`config.mk`:
```
export PLATFORM = sky130hd
export DESIGN_NAME = lcd_ctrl
export DESIGN_NICKNAME = d
export VERILOG_FILES = /design/src/rtl/lcd_ctrl.sv
export SDC_FILE = /design/constraint.sdc
export NUM_CORES = 1
export LEC_CHECK = 0
export ABC_AREA = 0
export BUFFER_PORTS_ARGS = -buffer_cell sky130_fd_sc_hd__buf_2
export CORE_ASPECT_RATIO = 0.7
export CORE_MARGIN = 4
export CORE_UTILIZATION = 40
export CTS_CLUSTER_DIAMETER = 120
export DETAILED_ROUTE_END_ITERATION = 12
export HOLD_SLACK_MARGIN = 0.05
export PLACE_DENSITY = 0.57
export SETUP_SLACK_MARGIN = 0.02
export SYNTH_ARGS = -nofsm -noshare
export SYNTH_HDL_FRONTEND = slang
export SYNTH_SLANG_ARGS = --single-unit
```
`constraint.sdc`:
```
create_clock -name CLOCK_50 -period 10.95 [get_ports CLOCK_50]
set_input_delay 1.6425 -clock CLOCK_50 [delete_from_list [all_inputs] [get_ports CLOCK_50]]
set_output_delay 1.6425 -clock CLOCK_50 [all_outputs]
set_load 0.05 [all_outputs]
```
`src/rtl/lcd_ctrl.sv`:
```
// rtl/lcd_ctrl.sv - timed HD44780 init and 32-character frame write sequencer
//
// Build option: define LCD_INIT_CLEAR_EN to include the clear-display command
// (0x01, long wait) in the power-on init sequence.
//
// Ports:
//   CLOCK_50     system clock
//   rst          asynchronous active-high reset
//   frame_in     256-bit frame; line 1 char k at [8k+7:8k], line 2 char k at [128+8k+7:128+8k]
//   frame_valid  frame_in is offered
//   frame_ready  controller idle, frame accepted when frame_valid is also high
//   frame_done   one-cycle pulse once the last write of a frame has finished
//   bl_in        backlight request
//   lcd_on       panel power
//   lcd_blon     backlight (registered bl_in)
//   lcd_en       write strobe
//   lcd_rs       0 command, 1 data
//   lcd_rw       always 0
//   lcd_data     bus byte
module lcd_ctrl #(
    parameter int unsigned POWERUP_CYC = 750000,
    parameter int unsigned EN_HIGH_CYC = 25,
    parameter int unsigned CMD_CYC     = 2500,
    parameter int unsigned LONG_CYC    = 82000
) (
    input  logic         CLOCK_50,
    input  logic         rst,
    input  logic [255:0] frame_in,
    input  logic         frame_valid,
    output logic         frame_ready,
    output logic         frame_done,
    input  logic         bl_in,
    output logic         lcd_on,
    output logic         lcd_blon,
    output logic         lcd_en,
    output logic         lcd_rs,
    output logic         lcd_rw,
    output logic [7:0]   lcd_data
);

    // One shared delay counter, wide enough for the longest delay and never
    // narrower than 20 bits.
    localparam int unsigned MAX_A = (POWERUP_CYC > LONG_CYC) ? POWERUP_CYC : LONG_CYC;
    localparam int unsigned MAX_B = (MAX_A > CMD_CYC) ? MAX_A : CMD_CYC;
    localparam int unsigned MAX_C = (MAX_B > EN_HIGH_CYC) ? MAX_B : EN_HIGH_CYC;
    localparam int          CNT_W = ($clog2(MAX_C + 1) > 20) ? $clog2(MAX_C + 1) : 20;

`ifdef LCD_INIT_CLEAR_EN
    localparam logic [2:0] INIT_LAST = 3'd5;
`else
    localparam logic [2:0] INIT_LAST = 3'd4;
`endif

    typedef enum logic [2:0] {
        S_PWR_WAIT,
        S_INIT,
        S_IDLE,
        S_ADDR1,
        S_LINE1,
        S_ADDR2,
        S_LINE2,
        S_DONE
    } state_t;

    // Every bus write is SETUP (1 cycle) -> EN (strobe high) -> WAIT (execution time).
    typedef enum logic [1:0] {
        PH_SETUP,
        PH_EN,
        PH_WAIT
    } phase_t;

    state_t             state_q, state_d;
    phase_t             phase_q, phase_d;
    logic [CNT_W-1:0]   cnt_q, cnt_d;
    logic [2:0]         init_idx_q, init_idx_d;
    logic [3:0]         char_idx_q, char_idx_d;
    logic [255:0]       frame_q, frame_d;
    logic               frame_done_q, frame_done_d;
    logic               lcd_en_q, lcd_en_d;
    logic               lcd_rs_q;
    logic [7:0]         lcd_data_q;
    logic               lcd_on_q;
    logic               lcd_blon_q;

    logic               txn_last;
    logic [CNT_W-1:0]   wait_m1;
    logic               load_byte;
    logic               next_rs;
    logic [7:0]         next_byte;

    function automatic logic [7:0] init_cmd(input logic [2:0] idx);
        case (idx)
            3'd0, 3'd1, 3'd2: return 8'h38;
            3'd3:             return 8'h0C;
`ifdef LCD_INIT_CLEAR_EN
            3'd4:             return 8'h01;
`endif
            default:          return 8'h06;
        endcase
    endfunction

    function automatic logic is_write(input state_t s);
        return (s == S_INIT) || (s == S_ADDR1) || (s == S_LINE1) ||
               (s == S_ADDR2) || (s == S_LINE2);
    endfunction

    // Only a clear-display command needs the long execution wait; the byte
    // being written is already held in the output register.
    assign wait_m1 = (!lcd_rs_q && lcd_data_q == 8'h01) ? CNT_W'(LONG_CYC - 1)
                                                         : CNT_W'(CMD_CYC - 1);

    always_comb begin
        state_d      = state_q;
        phase_d      = phase_q;
        cnt_d        = cnt_q;
        init_idx_d   = init_idx_q;
        char_idx_d   = char_idx_q;
        frame_d      = frame_q;
        frame_done_d = 1'b0;
        txn_last     = 1'b0;

        case (state_q)
            S_PWR_WAIT: begin
                if (cnt_q == '0) begin
                    state_d    = S_INIT;
                    phase_d    = PH_SETUP;
                    init_idx_d = '0;
                end else begin
                    cnt_d = cnt_q - CNT_W'(1);
                end
            end

            S_IDLE: begin
                if (frame_valid) begin
                    state_d    = S_ADDR1;
                    phase_d    = PH_SETUP;
                    char_idx_d = '0;
                    frame_d    = frame_in;
                end
            end

            S_DONE: begin
                state_d      = S_IDLE;
                frame_done_d = 1'b1;
            end

            default: begin
                case (phase_q)
                    PH_SETUP: begin
                        phase_d = PH_EN;
                        cnt_d   = CNT_W'(EN_HIGH_CYC - 1);
                    end
                    PH_EN: begin
                        if (cnt_q == '0) begin
                            phase_d = PH_WAIT;
                            cnt_d   = wait_m1;
                        end else begin
                            cnt_d = cnt_q - CNT_W'(1);
                        end
                    end
                    default: begin
                        if (cnt_q == '0) begin
                            txn_last = 1'b1;
                        end else begin
                            cnt_d = cnt_q - CNT_W'(1);
                        end
                    end
                endcase

                if (txn_last) begin
                    phase_d = PH_SETUP;
                    case (state_q)
                        S_INIT: begin
                            if (init_idx_q == INIT_LAST) begin
                                state_d = S_IDLE;
                            end else begin
                                init_idx_d = init_idx_q + 3'd1;
                            end
                        end
                        S_ADDR1: state_d = S_LINE1;
                        S_LINE1: begin
                            // 4-bit index wraps 15 -> 0, ready for line 2
                            char_idx_d = char_idx_q + 4'd1;
                            if (char_idx_q == 4'd15) begin
                                state_d = S_ADDR2;
                            end
                        end
                        S_ADDR2: state_d = S_LINE2;
                        S_LINE2: begin
                            char_idx_d = char_idx_q + 4'd1;
                            if (char_idx_q == 4'd15) begin
                                state_d = S_DONE;
                            end
                        end
                        default: state_d = state_q;
                    endcase
                end
            end
        endcase
    end

    // Byte for the transaction that starts next cycle. It is loaded once at
    // the setup cycle so rs/data stay frozen for the whole transaction.
    always_comb begin
        next_rs   = 1'b0;
        next_byte = 8'h00;
        case (state_d)
            S_INIT:  next_byte = init_cmd(init_idx_d);
            S_ADDR1: next_byte = 8'h80;
            S_LINE1: begin
                next_rs   = 1'b1;
                next_byte = frame_d[{1'b0, char_idx_d, 3'b000} +: 8];
            end
            S_ADDR2: next_byte = 8'hC0;
            S_LINE2: begin
                next_rs   = 1'b1;
                next_byte = frame_d[{1'b1, char_idx_d, 3'b000} +: 8];
            end
            default: ;
        endcase
    end

    assign load_byte = is_write(state_d) && (phase_d == PH_SETUP);
    assign lcd_en_d  = is_write(state_d) && (phase_d == PH_EN);

    always_ff @(posedge CLOCK_50 or posedge rst) begin
        if (rst) begin
            state_q      <= S_PWR_WAIT;
            phase_q      <= PH_SETUP;
            cnt_q        <= CNT_W'(POWERUP_CYC);
            init_idx_q   <= '0;
            char_idx_q   <= '0;
            frame_q      <= '0;
            frame_done_q <= 1'b0;
            lcd_en_q     <= 1'b0;
            lcd_rs_q     <= 1'b0;
            lcd_data_q   <= 8'h00;
            lcd_on_q     <= 1'b0;
            lcd_blon_q   <= 1'b0;
        end else begin
            state_q      <= state_d;
            phase_q      <= phase_d;
            cnt_q        <= cnt_d;
            init_idx_q   <= init_idx_d;
            char_idx_q   <= char_idx_d;
            frame_q      <= frame_d;
            frame_done_q <= frame_done_d;
            lcd_en_q     <= lcd_en_d;
            lcd_on_q     <= 1'b1;
            lcd_blon_q   <= bl_in;
            if (load_byte) begin
                lcd_rs_q   <= next_rs;
                lcd_data_q <= next_byte;
            end
        end
    end

    assign frame_ready = (state_q == S_IDLE);
    assign frame_done  = frame_done_q;
    assign lcd_on      = lcd_on_q;
    assign lcd_blon    = lcd_blon_q;
    assign lcd_en      = lcd_en_q;
    assign lcd_rs      = lcd_rs_q;
    assign lcd_rw      = 1'b0;
    assign lcd_data    = lcd_data_q;

endmodule

```
======== Word level (Yosys, flattened, before mapping) ========
Cells that the tools add are included.
operators by class
  add/subtract/negate cells ............... 3
  multiply operators ...................... 0
  div/mod/pow operators ................... 0
  order comparisons ....................... 0
  equality and inequality tests ........... 20
  shifts and indexed selects .............. 2
  muxes and demuxes ....................... 37
  bitwise logic cells ..................... 0
  reductions and logical operators ........ 20
operators with widths
  kind                                                                   count
  256-bit 2-to-1 mux                                                     2
  256-bit by 8-bit indexed part select with 8-bit output                 1
  256-bit by 9-bit indexed part select with 8-bit output                 1
  20-bit one-hot mux with 2 select lines                                 2
  20-bit 2-to-1 mux                                                      2
  8-bit one-hot mux with 5 select lines                                  1
  3-bit 2-to-1 mux                                                       10
  3-bit equality test, second input constant                             8
  20-bit zero test                                                       1
  20-bit by 1-bit subtractor with 20-bit output, second input constant   1
  17-bit 2-to-1 mux                                                      1
  3-bit by 2-bit equality test with 1-bit output, second input constant  5
  3-bit one-hot mux with 5 select lines                                  1
  4-bit 2-to-1 mux                                                       3
  6-bit one-hot mux with 2 select lines                                  1
  2-bit OR reduction                                                     5
  3-bit by 1-bit equality test with 1-bit output, second input constant  3
  3-bit one-hot mux with 3 select lines                                  1
  8-bit by 1-bit equality test with 1-bit output, second input constant  1
  2-bit 2-to-1 mux                                                       4
  4-bit one-hot mux with 2 select lines                                  1
  3-bit zero test                                                        2
  2-bit one-hot mux with 3 select lines                                  1
  3-bit one-hot mux with 2 select lines                                  1
  11 further kinds                                                       23
word-level totals
  register bits ........................... 301
  bits in latches ......................... 0
  bits in writable memories ............... 0
  bits in read-only memories .............. 0
  bits of input ports ..................... 260
  output and inout port bits .............. 15
  word-level logic and storage cells ...... 94
  memories kept ........................... 0

======== Logic depth before layout (Yosys ltp) ========
  depth after elaboration ................. 12
  depth in mapped cells ................... 15
  gate-level depth less buffers ........... 12

======== Worst setup path after synthesis ========
No wires, ideal clock.
  kind .................................... input port to flip-flop
  start ................................... input port frame_valid
  end ..................................... register lcd_data_q[4], in the netlist lcd_data[4]
  library setup time ...................... 129 ps
  arrival time ............................ 3,845 ps
  required time ........................... 10,821 ps
  path slack .............................. 6,975 ps
  cell stages on the path ................. 12
  path buffers ............................ 3
  cells stage by stage .................... and2_1 > clkbuf_1 > or4_1 > and2_1 > buf_6 > clkinv_2 > buf_6 > mux2i_1 > nor2_1 > o31ai_1 > a211oi_1 > o41a_1
between the ends
  longest elaborated chain between the ends .. 8
  elaborated cells between the ends (all ways) .. 22
  classes of those cells .................. eq/ne: 5; shift: 2; mux: 9; reduce/logical: 6
RTL lines
  item                                                                                                            RTL line  text
  start: declaration                                                                                              29        input logic frame_valid,
  parallel branches: the longest is 8 deep, another holds 256-bit by 9-bit indexed part select with 8-bit output  --
  end signal: assignment                                                                                          253       lcd_data_q <= next_byte;
  end: declaration                                                                                                81        logic [7:0] lcd_data_q;
Several ways; the timed one is not identified.
A chain may end at the register's enable or synchronous reset.

======== Final worst setup path ========
  start ................................... register cnt_q[0]
  end ..................................... register lcd_data_q[1], in the netlist lcd_data[1]
between the ends
  longest elaborated chain between the ends .. 12
  elaborated cells between the ends (all ways) .. 37
  classes of those cells .................. eq/ne: 8; shift: 2; mux: 18; reduce/logical: 9
RTL lines
  item                                                                                                             RTL line       text
  start: declaration                                                                                               74             logic [CNT_W-1:0] cnt_q, cnt_d;
  start signal: assignment                                                                                         230            cnt_q <= CNT_W'(POWERUP_CYC);
  start signal: assignment                                                                                         243            cnt_q <= cnt_d;
  20-bit zero test (*)                                                                                             124, 154, 162
  parallel branches: the longest is 11 deep, another holds 256-bit by 9-bit indexed part select with 8-bit output  --
Every way passes the cells marked *. The select of a mux whose other input is x is not followed.

==> flow_results.xml <==
<?xml version="1.0" encoding="UTF-8"?>
<metrics>
  <group name="run_status">
    <metric name="run_status" unit="">complete, no violations</metric>
  </group>
  <group name="drt">
    <metric name="drc_violation_count_after_routing" unit="">0</metric>
    <metric name="count_of_routing_violations_after_the_opening_detailed_route_iteration" unit="">1213</metric>
    <metric name="vias_per_cell" unit="">5.24</metric>
    <metric name="detailedRoute.firstPassIterationCount" unit="">7</metric>
    <metric name="avgRoutedWirePerCell" unit="µm">19.5</metric>
    <metric name="postRouteWirelength" unit="µm">48400</metric>
    <metric name="antenna_violating_nets_post_route" unit="">0</metric>
    <metric name="route.vias.total" unit="">13000</metric>
  </group>
  <group name="hold_path">
    <metric name="timing.hold.worst_path_depth" unit="">2</metric>
    <metric name="timing.hold.worst.class" unit="">flip-flop to flip-flop</metric>
    <metric name="holdPathEnd" unit="">frame_q[39]$_DFF_PP0_</metric>
    <metric name="min-delay-start" unit="">frame_q[39]$_DFF_PP0_</metric>
  </group>
  <group name="yosys">
    <metric name="synth.cell_area" unit="mm²">0.0149</metric>
    <metric name="synthXorXnorAreaFrac" unit="%">0.294</metric>
    <metric name="combinational_family_with_the_most_area_after_synthesis" unit="">simple AND/OR/NAND/NOR gates</metric>
    <metric name="synth_fa_ha_area_share" unit="%">0.336</metric>
    <metric name="synth.top_cell.area_share" unit="%">48.9</metric>
    <metric name="synth_cells" unit="">1763</metric>
    <metric name="synth.lib_cells_used.distinct" unit="">74</metric>
    <metric name="synth_fp_nets" unit="">2027</metric>
    <metric name="synthTopCellsByCount" unit="">sky130_fd_sc_hd__nand2_1 (795), sky130_fd_sc_hd__dfrtp_1 (291), sky130_fd_sc_hd__mux2i_1 (89)</metric>
    <metric name="synth-compound-area-share" unit="%">10.3</metric>
    <metric name="synth_seq_cells" unit="">301</metric>
    <metric name="synth-async-reset-ratio" unit="%">100</metric>
    <metric name="post-synth-top-count-cell" unit="">sky130_fd_sc_hd__nand2_1</metric>
    <metric name="synth-edff-count" unit="">0</metric>
    <metric name="yosys-mux-area-fraction" unit="%">7.19</metric>
    <metric name="top_cells_by_area_synth" unit="">sky130_fd_sc_hd__dfrtp_1 (49%), sky130_fd_sc_hd__nand2_1 (20%), sky130_fd_sc_hd__mux2i_1 (6.0%), sky130_fd_sc_hd__o211ai_1 (2.2%), sky130_fd_sc_hd__nor2_1 (2.0%)</metric>
    <metric name="synth_flop_cell" unit="">sky130_fd_sc_hd__dfrtp_1</metric>
    <metric name="synth_top_area_cell" unit="">sky130_fd_sc_hd__dfrtp_1</metric>
    <metric name="synth_simple_gate_area_share" unit="%">27.4</metric>
    <metric name="yosysWarnings" unit="">0</metric>
    <metric name="sequential_to_total_area_share_from_yosys_stat" unit="%">50.6</metric>
    <metric name="synth.avg_cell_area" unit="µm²">8.45</metric>
  </group>
  <group name="placement">
    <metric name="place.port_buffers" unit="">273</metric>
    <metric name="placed_cell_area" unit="mm²">0.0165</metric>
    <metric name="gp_routability_congestion" unit="">0.904</metric>
    <metric name="detailed_place_hpwl" unit="µm">35300</metric>
  </group>
  <group name="critical_path">
    <metric name="worst_r2r_startpoint" unit="">cnt_q[0]$_DFFE_PP0P_</metric>
    <metric name="r2r_end" unit="">lcd_data[1]$_DFFE_PP0P_</metric>
    <metric name="reg2reg_slack" unit="ns">5.96</metric>
    <metric name="crit_buf_inv" unit="">3</metric>
    <metric name="critPathTopFamily" unit="">simple AND/OR/NAND/NOR gates</metric>
    <metric name="critical_path_arrival" unit="ns">5.44</metric>
    <metric name="cp-end-kind" unit="">flip-flop</metric>
    <metric name="crit_path_cell_trace" unit="">inv_1 -&gt; ha_1 -&gt; nor4b_1 -&gt; nand4b_1 -&gt; or4_1 -&gt; and2_4 -&gt; clkinv_2 -&gt; buf_4 -&gt; mux2i_1 -&gt; mux2i_1 -&gt; mux2_2 -&gt; a32o_1 -&gt; a311o_1</metric>
    <metric name="critical_path.max_fanout" unit="">52</metric>
    <metric name="worst-setup-path-type" unit="">flip-flop to flip-flop</metric>
    <metric name="cp_slowest_stage_delay" unit="ns">0.73</metric>
    <metric name="cpMaxStageDelayCell" unit="">sky130_fd_sc_hd__nor4b_1</metric>
    <metric name="ff2ff_path_depth" unit="">13</metric>
    <metric name="critPathRequiredTime" unit="ns">11.40</metric>
    <metric name="cp_common_cell" unit="">sky130_fd_sc_hd__mux2i_1</metric>
    <metric name="critPathLaunchType" unit="">flip-flop</metric>
  </group>
  <group name="floorplan">
    <metric name="total_die_area" unit="mm²">0.0404</metric>
    <metric name="start_util" unit="%">41.0</metric>
    <metric name="boundaryPins" unit="">275</metric>
    <metric name="design.core.area" unit="mm²">0.0364</metric>
    <metric name="chipHeight" unit="µm">169</metric>
    <metric name="fp_rows" unit="">58</metric>
    <metric name="dieWidth" unit="µm">239</metric>
  </group>
  <group name="clock_tree">
    <metric name="cts_resized" unit="">0</metric>
    <metric name="cts.htree.levels" unit="">1</metric>
    <metric name="clk-insertion-delay-late" unit="ns">0.57</metric>
    <metric name="cts_sinks" unit="">301</metric>
    <metric name="cts-buffers-inserted" unit="">31</metric>
    <metric name="cts.repair_timing.setup_buffer_count" unit="">0</metric>
    <metric name="ctsRootBufferMaster" unit="">sky130_fd_sc_hd__clkbuf_16</metric>
    <metric name="clock_path_buffers" unit="">3</metric>
    <metric name="tritoncts" unit="">done</metric>
    <metric name="clock_pin_slew_of_the_registers_on_the_worst_case_setup_and_hold_paths" unit="ns">0.06</metric>
    <metric name="hold_buffers" unit="">0</metric>
  </group>
  <group name="global_route">
    <metric name="track_usage" unit="%">23.2</metric>
    <metric name="first_pass_grt_wire_length" unit="µm">73900</metric>
    <metric name="largest_net_degree_at_the_start_of_global_routing" unit="">220</metric>
    <metric name="globalRoute.totalOverflow" unit="">0</metric>
    <metric name="antenna_found_initial" unit="">3</metric>
    <metric name="first_global_vias" unit="">12500</metric>
  </group>
  <group name="finish">
    <metric name="layout-area-overhead-vs-synth" unit="%">18.8</metric>
    <metric name="antenna_cells_inserted" unit="">0</metric>
    <metric name="fin_nets" unit="">2240</metric>
    <metric name="design_area" unit="mm²">0.0177</metric>
    <metric name="final_standard_cell_utilization_of_the_core" unit="%">48.7</metric>
    <metric name="final_layout_size_suffix_gt1_share" unit="%">19.7</metric>
  </group>
  <group name="sta">
    <metric name="tightest_slew" unit="ns">1.19</metric>
    <metric name="clock-skew-final" unit="ns">0.0142</metric>
    <metric name="finalCriticalPeriod" unit="ns">4.99</metric>
    <metric name="final_min_period_over_clock_period" unit="%">45.6</metric>
    <metric name="rsz0062_at_grt" unit="">no</metric>
    <metric name="setup_viol" unit="">0</metric>
    <metric name="fin_tns_setup" unit="ns">0</metric>
    <metric name="hold_viol_final" unit="">0</metric>
    <metric name="worst_slew_margin_rel" unit="%">20.7</metric>
    <metric name="timing.final.max_slew_violations" unit="">0</metric>
    <metric name="fmax" unit="MHz">200</metric>
  </group>
  <group name="power_and_ir_drop">
    <metric name="power.leakage" unit="nW">9.42</metric>
    <metric name="vdd.ir_drop.worst" unit="µV">115</metric>
    <metric name="powerDensity" unit="mW/mm²">135</metric>
  </group>
  <group name="flow_run">
    <metric name="max_capacitance_violation_count" unit="">0</metric>
  </group>
</metrics>
cells by family after synthesis:
logic type / count (synthesis)
compound gates: 218
other cells: 2
buf+inv: 127
flops: 301
simple gates: 1001
xor+xnor: 5
mux: 105
fa+ha+maj: 4
metal layers:
metal / global-route usage, % / vias to the layer above / wire [µm]
met1: 35.5 / 6193 / 23100
li1: - / 6290 / -
met4: 4.67 / 4 / 1030
met2: 33.5 / 452 / 20400
met3: 5.67 / 68 / 3770
met5: 0 / - / 21
state kept, by name, indices dropped and copies added, names as in the netlist:
register / flops
cnt_q: 20
lcd_on: 1
char_idx_q: 4
lcd_rs: 1
frame_done: 1
init_idx_q: 3
lcd_data: 8
frame_q: 256
state_q: 3
lcd_en: 1
phase_q: 2
lcd_blon: 1
layout by cell type, fill, tap and decap left out, types with 8 or more instances in the layout:
cell and instances:
sky130_fd_sc_hd__o211ai_1 43, sky130_fd_sc_hd__clkbuf_16 31, sky130_fd_sc_hd__nand2b_1 16, sky130_fd_sc_hd__o22ai_1 8, sky130_fd_sc_hd__a21oi_1 27, sky130_fd_sc_hd__buf_2 273, sky130_fd_sc_hd__bufinv_16 8, sky130_fd_sc_hd__nand3_1 15
sky130_fd_sc_hd__o21ai_0 45, sky130_fd_sc_hd__dfrtp_1 291, sky130_fd_sc_hd__nor4_1 10, sky130_fd_sc_hd__a31oi_1 10, sky130_fd_sc_hd__dfstp_2 10, sky130_fd_sc_hd__nand2_1 794, sky130_fd_sc_hd__mux2_2 15, sky130_fd_sc_hd__inv_1 12
sky130_fd_sc_hd__mux2i_1 89, sky130_fd_sc_hd__a21o_1 8, sky130_fd_sc_hd__and3_1 8, sky130_fd_sc_hd__buf_4 16, sky130_fd_sc_hd__nor2_1 78, sky130_fd_sc_hd__or3_1 12, sky130_fd_sc_hd__nor3_1 19
worst max path at each step:
stage                    startpoint                       to  slack, ns  depth (start not counted)
2_1_floorplan                   rst  char_idx_q[0]$_DFF_PP0_       1.01                          1
3_3_place_gp            frame_valid  lcd_data[1]$_DFFE_PP0P_       5.85                         11
3_5_place_dp            frame_valid  lcd_data[5]$_DFFE_PP0P_       5.71                         11
4_1_cts        cnt_q[0]$_DFFE_PP0P_  lcd_data[1]$_DFFE_PP0P_       6.07                         13
5_1_grt        cnt_q[0]$_DFFE_PP0P_  lcd_data[1]$_DFFE_PP0P_       5.64                         13
6_report       cnt_q[0]$_DFFE_PP0P_  lcd_data[1]$_DFFE_PP0P_       5.96                         13
per-stage QoR:
stage	setup WS [ns]	std cells	power (W)	hold slack, ns
after floorplan	1.01	1763	0.00115	0.433
after global placement	5.85	2423	0.00121	0.451
after detailed placement	5.71	2423	0.00121	0.457
after CTS	6.07	2480	0.00242	0.472
after global routing	5.64	2480	0.00247	0.483
final	5.96	2480	0.00239	0.469
worst min-delay path: cells and delay by family, from the launching register on:
kind             cells  cell delay (ns)
and+or+nand+nor      2             0.11
DFF                  1             0.32
layout make-up:
cell class | count | area, µm²
clock inverters | 15 | 284
fillers | 3578 | 18700
flip-flops and latches | 301 | 7540
multi-input cells | 1335 | 6800
repair buffers | 290 | 1510
well taps | 480 | 601
clock buffers | 42 | 887
inverters | 17 | 72.6
power breakdown:
part	switching (W)	internal [W]	leakage [nW]	total (W)
Combinational	0.0000397	0.0000340	4.77	0.0000738
Clock	0.000452	0.000754	0.570	0.00121
Sequential	0.0000000809	0.00111	4.08	0.00111
(Power assumes the default switching activity.)
